===== config.mk =====
export PLATFORM = sky130hd
export DESIGN_NAME = mxv_row_feeder
export DESIGN_NICKNAME = d
export VERILOG_FILES = /design/src/rtl/mxv_row_feeder.sv
export SDC_FILE = /design/constraint.sdc
export NUM_CORES = 1
export LEC_CHECK = 0
export CORE_AREA = 2 2 238 240
export CTS_CLUSTER_DIAMETER = 150
export CTS_CLUSTER_SIZE = 12
export DETAILED_ROUTE_END_ITERATION = 8
export DIE_AREA = 0 0 240 242
export SYNTH_ARGS = -nofsm -noshare
export SYNTH_HDL_FRONTEND = slang
export SYNTH_SLANG_ARGS = --single-unit

===== constraint.sdc =====
create_clock -name clk -period 1.6 [get_ports clk]
set_input_delay 0.48 -clock clk [delete_from_list [all_inputs] [get_ports clk]]
set_output_delay 0.48 -clock clk [all_outputs]
set_load 0.02 [all_outputs]

===== src/rtl/mxv_row_feeder.sv =====
// Issuer side of the MxV row/accumulate interface: streams one row of chunks from the
// row memory into the 8-lane organizer and captures its accumulated dot-product result.
module mxv_row_feeder #(
  parameter int element_width   = 32,
  parameter int no_of_units     = 8,
  parameter int addr_width      = 10,
  parameter int chunk_cnt_width = 8,
  parameter int timeout_cycles  = 256
) (
  input  logic                                 clk,
  input  logic                                 main_reset,
  input  logic                                 go,
  input  logic [addr_width-1:0]                row_base_addr,
  input  logic [chunk_cnt_width-1:0]           no_of_chunks,
  output logic                                 mem_rd_en,
  output logic [addr_width-1:0]                mem_addr,
  input  logic [no_of_units*element_width-1:0] mem_rd_data,
  output logic [no_of_units*element_width-1:0] adder_row_input,
  output logic                                 row_valid,
  output logic                                 row_last,
  output logic                                 accumulate_start,
  input  logic [element_width-1:0]             adder_output,
  input  logic                                 final_adder_finish,
  output logic [element_width-1:0]             result,
  output logic                                 result_valid,
  output logic                                 busy,
  output logic                                 timeout_err
);

  localparam int wdog_width = $clog2(timeout_cycles + 1);

  localparam logic [addr_width-1:0]      addr_one  = addr_width'(1);
  localparam logic [chunk_cnt_width-1:0] cnt_one   = chunk_cnt_width'(1);
  localparam logic [wdog_width-1:0]      wdog_one  = wdog_width'(1);
  localparam logic [wdog_width-1:0]      wdog_last = wdog_width'(timeout_cycles - 1);

  typedef enum logic [2:0] {
    IDLE,
    FETCH,
    DRAIN,
    WAIT_RESULT,
    DONE
  } state_t;

  state_t                     state, state_next;
  logic [chunk_cnt_width-1:0] n_lat;
  logic [chunk_cnt_width-1:0] chunk_idx;
  logic [wdog_width-1:0]      wdog;
  logic                       rd_pending;
  logic                       last_pending;
  logic                       last_read;
  logic                       wdog_expired;

  assign last_read    = (chunk_idx == n_lat - cnt_one);
  assign wdog_expired = (wdog == wdog_last);

  assign mem_rd_en    = (state == FETCH);
  assign busy         = (state != IDLE);
  assign result_valid = (state == DONE);

  always_comb begin
    // NOTE: next state defaults to the current state so no path through the case infers a latch.
    state_next = state;
    unique case (state)
      IDLE:        if (go) state_next = (no_of_chunks == '0) ? DONE : FETCH;
      FETCH:       if (last_read) state_next = DRAIN;
      DRAIN:       state_next = WAIT_RESULT;
      WAIT_RESULT: if (final_adder_finish || wdog_expired) state_next = DONE;
      DONE:        state_next = IDLE;
      default:     state_next = IDLE;
    endcase
  end

  always_ff @(posedge clk) begin
    if (main_reset) begin
      state            <= IDLE;
      n_lat            <= '0;
      chunk_idx        <= '0;
      wdog             <= '0;
      rd_pending       <= 1'b0;
      last_pending     <= 1'b0;
      mem_addr         <= '0;
      adder_row_input  <= '0;
      row_valid        <= 1'b0;
      row_last         <= 1'b0;
      accumulate_start <= 1'b0;
      result           <= '0;
      timeout_err      <= 1'b0;
    end else begin
      // NOTE: non-blocking assignments let every register here sample the pre-edge values,
      // which is what makes the read -> data -> chunk pipeline line up one stage per cycle.
      state        <= state_next;
      rd_pending   <= mem_rd_en;
      last_pending <= mem_rd_en && last_read;
      row_valid    <= rd_pending;
      row_last     <= last_pending;
      if (rd_pending) adder_row_input <= mem_rd_data;

      // Start level rises with the first chunk and drops as DONE is entered.
      if (rd_pending)               accumulate_start <= 1'b1;
      else if (state_next == DONE)  accumulate_start <= 1'b0;

      unique case (state)
        IDLE: begin
          if (go) begin
            mem_addr    <= row_base_addr;
            n_lat       <= no_of_chunks;
            chunk_idx   <= '0;
            timeout_err <= 1'b0;
            if (no_of_chunks == '0) result <= '0;
          end
        end
        FETCH: begin
          mem_addr  <= mem_addr + addr_one;
          chunk_idx <= chunk_idx + cnt_one;
        end
        DRAIN: wdog <= '0;
        WAIT_RESULT: begin
          wdog <= wdog + wdog_one;
          if (final_adder_finish) result      <= adder_output;
          else if (wdog_expired)  timeout_err <= 1'b1;
        end
        default: ;
      endcase
    end
  end

endmodule


==> out/metrics.cfg, run 1 <==
[outcome]
run_status = complete, but fails checks
failed_checks = negative setup slack

[timing]
timing_hold_violations_final = 0
finalSetupTns_ns = -6.74
finalWorstPathRequiredPeriod_ns = 2.03
post-route-worst-setup-slack_ns = -0.435
worst_slew_margin_rel_pct = 74.6
final_max_slew_viol_count = 0
final_period_utilization_pct = 127
tightest_slew_ns = 0.377
number_of_endpoints_failing_setup_at_the_final_stage = 48
timing.hold.ws_ns = 0.139
final.setup_skew_ns = 0.00990
rsz0062_at_grt = yes
maxClockFrequency_ghz = 0.491

[drt]
antenna_left = 0
routed_wire_length_per_instance_um = 16.6
count_of_vias_placed_by_the_detailed_router = 11457
vias_per_cell = 4.24
drcViolationCount = 0
drt-pass1-iter-count = 4
routed_wirelength_mm = 44.9
initialDrtViolationCount = 361

[logic_synthesis]
synth_sequential_area_ratio_pct = 53.9
synth.area.top_cells = dfxtp_1, mux2i_1, nor2_1
postSynth.asyncResetShare_pct = 0
synth_edf_count = 0
dominantRegCellSynth = dfxtp_1
syn-num-nets = 1566
synth_seq_cells = 332
synthTopCellsByCount = dfxtp_1, nor2_1, mux2i_1, nand2_1, a21oi_1
syn_inst = 1251
most_common_cell_in_the_synthesized_netlist = dfxtp_1
synthesis.yosys.warnings = 0
synth.cell_area_um2 = 12300
synth_top_area_share_pct = 53.9
synth.largest_area_cell = dfxtp_1
post_synth.cell_area_avg_um2 = 9.85
netlist-cell-type-count = 54

[setup_path]
crit_top_cell = buf_6
critPathBufInv = 2
cp-start-kind = register
worstSetupPathType = register to primary output
critical_path_max_stage_delay_ns = 0.39
cp_data_required_time_ns = 1.12
cp_top_family = simple AND/OR/NAND/NOR gates
worst-path-max-fanout = 3
cp-end-kind = primary output
crit_chain = buf_6, or3_4, buf_6
crit_arrival_ns = 1.55
cpMaxStageDelayCell = or3_4

[clocking]
post_cts_hold_buffer_count = 0
cts_inserted_buffers = 31
clk_pin_slew_worst_paths_ns = 0.06
cts_tree = built
clkSinkCount = 332
cts_max_path_buffers = 3
htree_num_levels = 1
worst_skew_pair.late_latency_ns = 0.58
clk_root_buffer_cell = clkbuf_16

[power_and_ir_drop]
peakVddDrop_mv = 0.718
total_power_mw = 18.8
power_switching_mw = 4.79
clock_power_share_pct = 35.3
combinational_power_share_pct = 17.6
switching_share_pct = 25.5
pwr-share-seq_pct = 47.1
powerDensity_nw_per_um2 = 869
power_report.internal_total_mw = 14.0
static_leakage_nw = 8.57

[placed_design]
gp_congestion = 0.810
dp.final_hpwl_mm = 33.2
portBuffers = 614

[flow_run]
maxCapViolCount = 0

[layout]
final.fill_count = 5575
final_stage_net_count = 2257
syn_to_final_growth_pct = 75.5
layout-drive-gt1-share_pct = 37.7

[floorplan]
design.core.area_um2 = 55700
initial_core_util_pct = 22.1
rows = 87
die_w_um = 240
ioPinCount = 615
die_height_um = 242
die_area_um2 = 58100

[hold_path]
hp-class = primary input to register

[grt]
grt_start_max_net_pins = 37
grt_first_pass_wirelength_mm = 66.4
overflow = 0
grt_antenna_before_repair = 1
grt_pass1_vias = 11367
grt_use_total_pct = 14.4

routing by layer:
| metal | share of wire, % | track usage (%) | up-vias |
|---|---|---|---|
| met4 | 2.5 | 3.69 | 0 |
| met2 | 50 | 25.7 | 432 |
| met5 | 0 | 0 | - |
| li1 | - | - | 5590 |
| met1 | 39 | 16.6 | 5368 |
| met3 | 8.3 | 4.38 | 67 |
power by group through the flow:
stage	sequential [mW]	combinational, mW	clock (mW)
2_1_floorplan	9.34	0.979	0
3_3_place_gp	8.98	3.21	0
3_5_place_dp	8.99	3.23	0
4_1_cts	8.83	3.18	6.96
5_1_grt	8.89	3.52	7.20
6_report	8.86	3.30	6.64
placed cells by master (no fill, tap or decap), types with 5 or more instances in the layout:
master             n
a21oi_1           40
nor2_1           285
clkdlybuf4s50_1  308
dfxtp_2          155
a311oi_1           8
xnor2_1            6
buf_12            28
nand2_2           21
nor2b_1            5
nand2_1           48
dfxtp_4           15
buf_2             11
buf_6            146
mux2i_1          256
buf_4            247
a31oi_1            5
dfxtp_1          162
clkbuf_16         31
o21ai_0            7
a21oi_2           18
nand3_1           37
nand3_2            7
area by class of cell:
type / instances / area, um^2 / area share (%)
diodes: 1 / 2.50 / 0.0116
clock buffers: 32 / 779 / 3.60
clock inverters: 1 / 30.0 / 0.139
inverters: 7 / 28.8 / 0.133
multi-input cells: 825 / 5640 / 26.1
flip-flops and latches: 332 / 6900 / 31.9
well taps: 756 / 946 / 4.37
repair buffers: 745 / 7310 / 33.8
final timing paths:
path / slack, ns / from / to / depth (start not counted)
max: -0.43 / state[2] / busy / 3
min: 0.14 / main_reset / result[24] / 2
max reg2reg: -0.18 / state[0] / chunk_idx[7] / 7
min reg2reg: 0.45 / last_pending / row_last / 1
kinds of logic (layout without fill, tap and decap cells):
family,after synthesis,count (layout),share of synthesized area [%]
compound gates,101,101,5.01
xor+xnor,8,8,0.568
fa+ha+maj,5,5,0.507
buf+inv,94,785,3.47
flops,332,332,53.9
mux,258,258,21.0
other cells,0,1,0
simple gates,453,453,15.6
flip-flops by register name (all words and copies together) (netlist names):
name	count
rd_pending	1
adder_row_input	256
mem_addr	10
accumulate_start	1
state	3
chunk_idx	8
row_last	1
result	32
n_lat	8
row_valid	1
wdog	9
timeout_err	1
last_pending	1
timing repair:
item / CTS / global route
cloned: 5 / 0
pin swaps: 33 / 30
buffers inserted: 13 / 17
resized for setup: 1688 / 279
setup endpoints to repair: 365 / 206
metrics by stage:
| stage | area, um^2 | setup WS, ns | utilization, % | instances |
|---|---|---|---|---|
| 3_5_place_dp | 20100 | -0.683 | 36.1 | 2634 |
| 6_report | 21600 | -0.435 | 38.8 | 2699 |
| 5_1_grt | 21600 | -0.483 | 38.8 | 2699 |
| 2_1_floorplan | 12400 | -0.128 | - | 1251 |
| 4_1_cts | 20900 | -0.499 | 37.4 | 2685 |
| 3_3_place_gp | 20100 | -0.589 | 36.1 | 2634 |
(Power assumes the default switching activity.)
==> run 2: changes to the inputs <==
- PLACE_DENSITY: not set -> 0.51
- RECOVER_POWER: not set -> 25
==> run 2 against run 1 <==
Against the previous run: the flow still finishes with violations (negative setup slack); routed wire length rose by 3.4%; flip-flop and latch count unchanged; register-to-register slack got worse by 0.14 ns; clock skew increased by 0.0031 ns; utilization fell by 0.33 points; first-iteration DRC count is 14% lower; critical path type unchanged.
==> out/metrics.cfg, run 2 (synthesized netlist as in run 1, its figures left out) <==
[layout]
largest_register = adder_row_input
final.fill_count = 5626
final_common_cell = clkdlybuf4s50_1
mostFrequentLayoutCells = clkdlybuf4s50_1, nor2_1, mux2i_1
reg_top3 = adder_row_input (256), result (32), mem_addr (10)
layout-drive-gt1-share_pct = 36.1
finalInstanceArea_um2 = 21400
max_reg_flops = 256
ff_latch_area_um2 = 6820
final_stage_net_count = 2239
syn_to_final_growth_pct = 74.0
multi_input_comb_area_um2 = 5890

[floorplan]
initial_core_util_pct = 22.1
ioPinCount = 615
die_area_um2 = 58100
die_height_um = 242
design.core.area_um2 = 55700
rows = 87
die_w_um = 240

[timing]
post-route-worst-setup-slack_ns = -0.414
timing_hold_violations_final = 0
tightest_slew_ns = 0.989
finalSetupTns_ns = -14.18
finalWorstPathRequiredPeriod_ns = 2.01
final_max_slew_viol_count = 0
maxClockFrequency_ghz = 0.497
worst_slew_margin_rel_pct = 34.1
number_of_endpoints_failing_setup_at_the_final_stage = 65
rsz0062_at_grt = yes
final_period_utilization_pct = 126
final.setup_skew_ns = 0.0130

[setup_path]
worstSetupPathType = register to primary output
crit_arrival_ns = 1.53
crit_top_cell = buf_6
cp_data_required_time_ns = 1.12
reg2reg_depth = 8
crit_chain = buf_6, or3_4, buf_6
worst-path-max-fanout = 2
cp-start-kind = register
cpMaxStageDelayCell = or3_4
cp-end-kind = primary output
critical_path_max_stage_delay_ns = 0.38

[clocking]
cts_inserted_buffers = 31
clk_pin_slew_worst_paths_ns = 0.06
cts_tree = built
clkSinkCount = 332
cts_max_path_buffers = 3
clk_root_buffer_cell = clkbuf_16
post_cts_hold_buffer_count = 0
worst_skew_pair.late_latency_ns = 0.59
htree_num_levels = 1

[drt]
drcViolationCount = 0
drt-pass1-iter-count = 4
routed_wire_length_per_instance_um = 17.3
vias_per_cell = 4.23
antenna_left = 0
initialDrtViolationCount = 312
routed_wirelength_mm = 46.5
count_of_vias_placed_by_the_detailed_router = 11353

[flow_run]
maxCapViolCount = 0

[outcome]
run_status = complete, but fails checks
failed_checks = negative setup slack

[grt]
grt_first_pass_wirelength_mm = 69.3
grt_start_max_net_pins = 71
grt_pass1_vias = 11595
grt_antenna_before_repair = 2
grt_use_total_pct = 15.1
overflow = 0

[placed_design]
gp_congestion = 0.820
post_placement_cell_area_um2 = 19900
portBuffers = 614
dp.final_hpwl_mm = 34.3

[hold_path]
worst_hold_path_cells = 2
hp-class = primary input to register

[power_and_ir_drop]
powerDensity_nw_per_um2 = 876
static_leakage_nw = 8.41
peakVddDrop_mv = 0.877

[run 2: cell types whose count changed in the layout (fill, tap and decap cells not counted), sizes merged]
cell / delta
inv: +1
clkbuf: +5
buf: -23
[run 2: per-layer routing]
layer	vias to the layer above	GRT usage [%]	wire (um)
met3	63	4.01	3590
met5	-	0	0
met2	377	27.8	24000
li1	5562	-	-
met1	5351	17.1	17700
met4	0	4.18	1170
[run 2: where the power goes]
part,switching (mW),internal (mW),total [mW]
combinational,1.47,1.75,3.22
sequential,0.228,8.62,8.85
clock,3.16,3.56,6.73
[run 2: final cells by class]
cell class              instances  share of cell area [%]
diodes                          1                  0.0117
clock buffers                  32                    3.63
clock inverters                 2                   0.181
inverters                       7                   0.134
multi-input cells             825                    27.4
flip-flops and latches        332                    31.8
well taps                     756                    4.41
repair buffers                727                    32.4
[run 2: worst paths after layout]
| path | from | to | slack (ns) |
|---|---|---|---|
| worst min-delay path | main_reset | adder_row_input[176] | 0.21 |
| worst min register to register | result[25] | result[25] | 0.46 |
| worst max register to register | state[1] | state[0] | -0.32 |
| worst max-delay path | state[2] | busy | -0.41 |
[run 2: what timing repair did]
action	in CTS	in global routing
buffers inserted	10	13
endpoints found under the setup margin	356	178
resized for setup	1673	254
pin swaps	30	83
gates cloned	7	2
[run 2: metrics by stage]
| stage | worst slack, ns | utilization [%] | std cells | hold slack [ns] | power, mW |
|---|---|---|---|---|---|
| 2_1_floorplan | -0.128 | - | 1251 | 0.414 | 10.3 |
| 3_3_place_gp | -0.638 | 35.7 | 2618 | 0.440 | 12.2 |
| 3_5_place_dp | -0.645 | 35.7 | 2618 | 0.446 | 12.2 |
| 4_1_cts | -0.461 | 36.8 | 2669 | 0.180 | 19.0 |
| 5_1_grt | -0.468 | 38.5 | 2682 | 0.205 | 19.6 |
| 6_report | -0.414 | 38.5 | 2682 | 0.211 | 18.8 |
[run 2: critical path: cells and delay by family (launching register included)]
family	cells	cell delay, ns
and+or+nand+nor	1	0.38
DFF	1	0.33
buffers and inverters	2	0.25
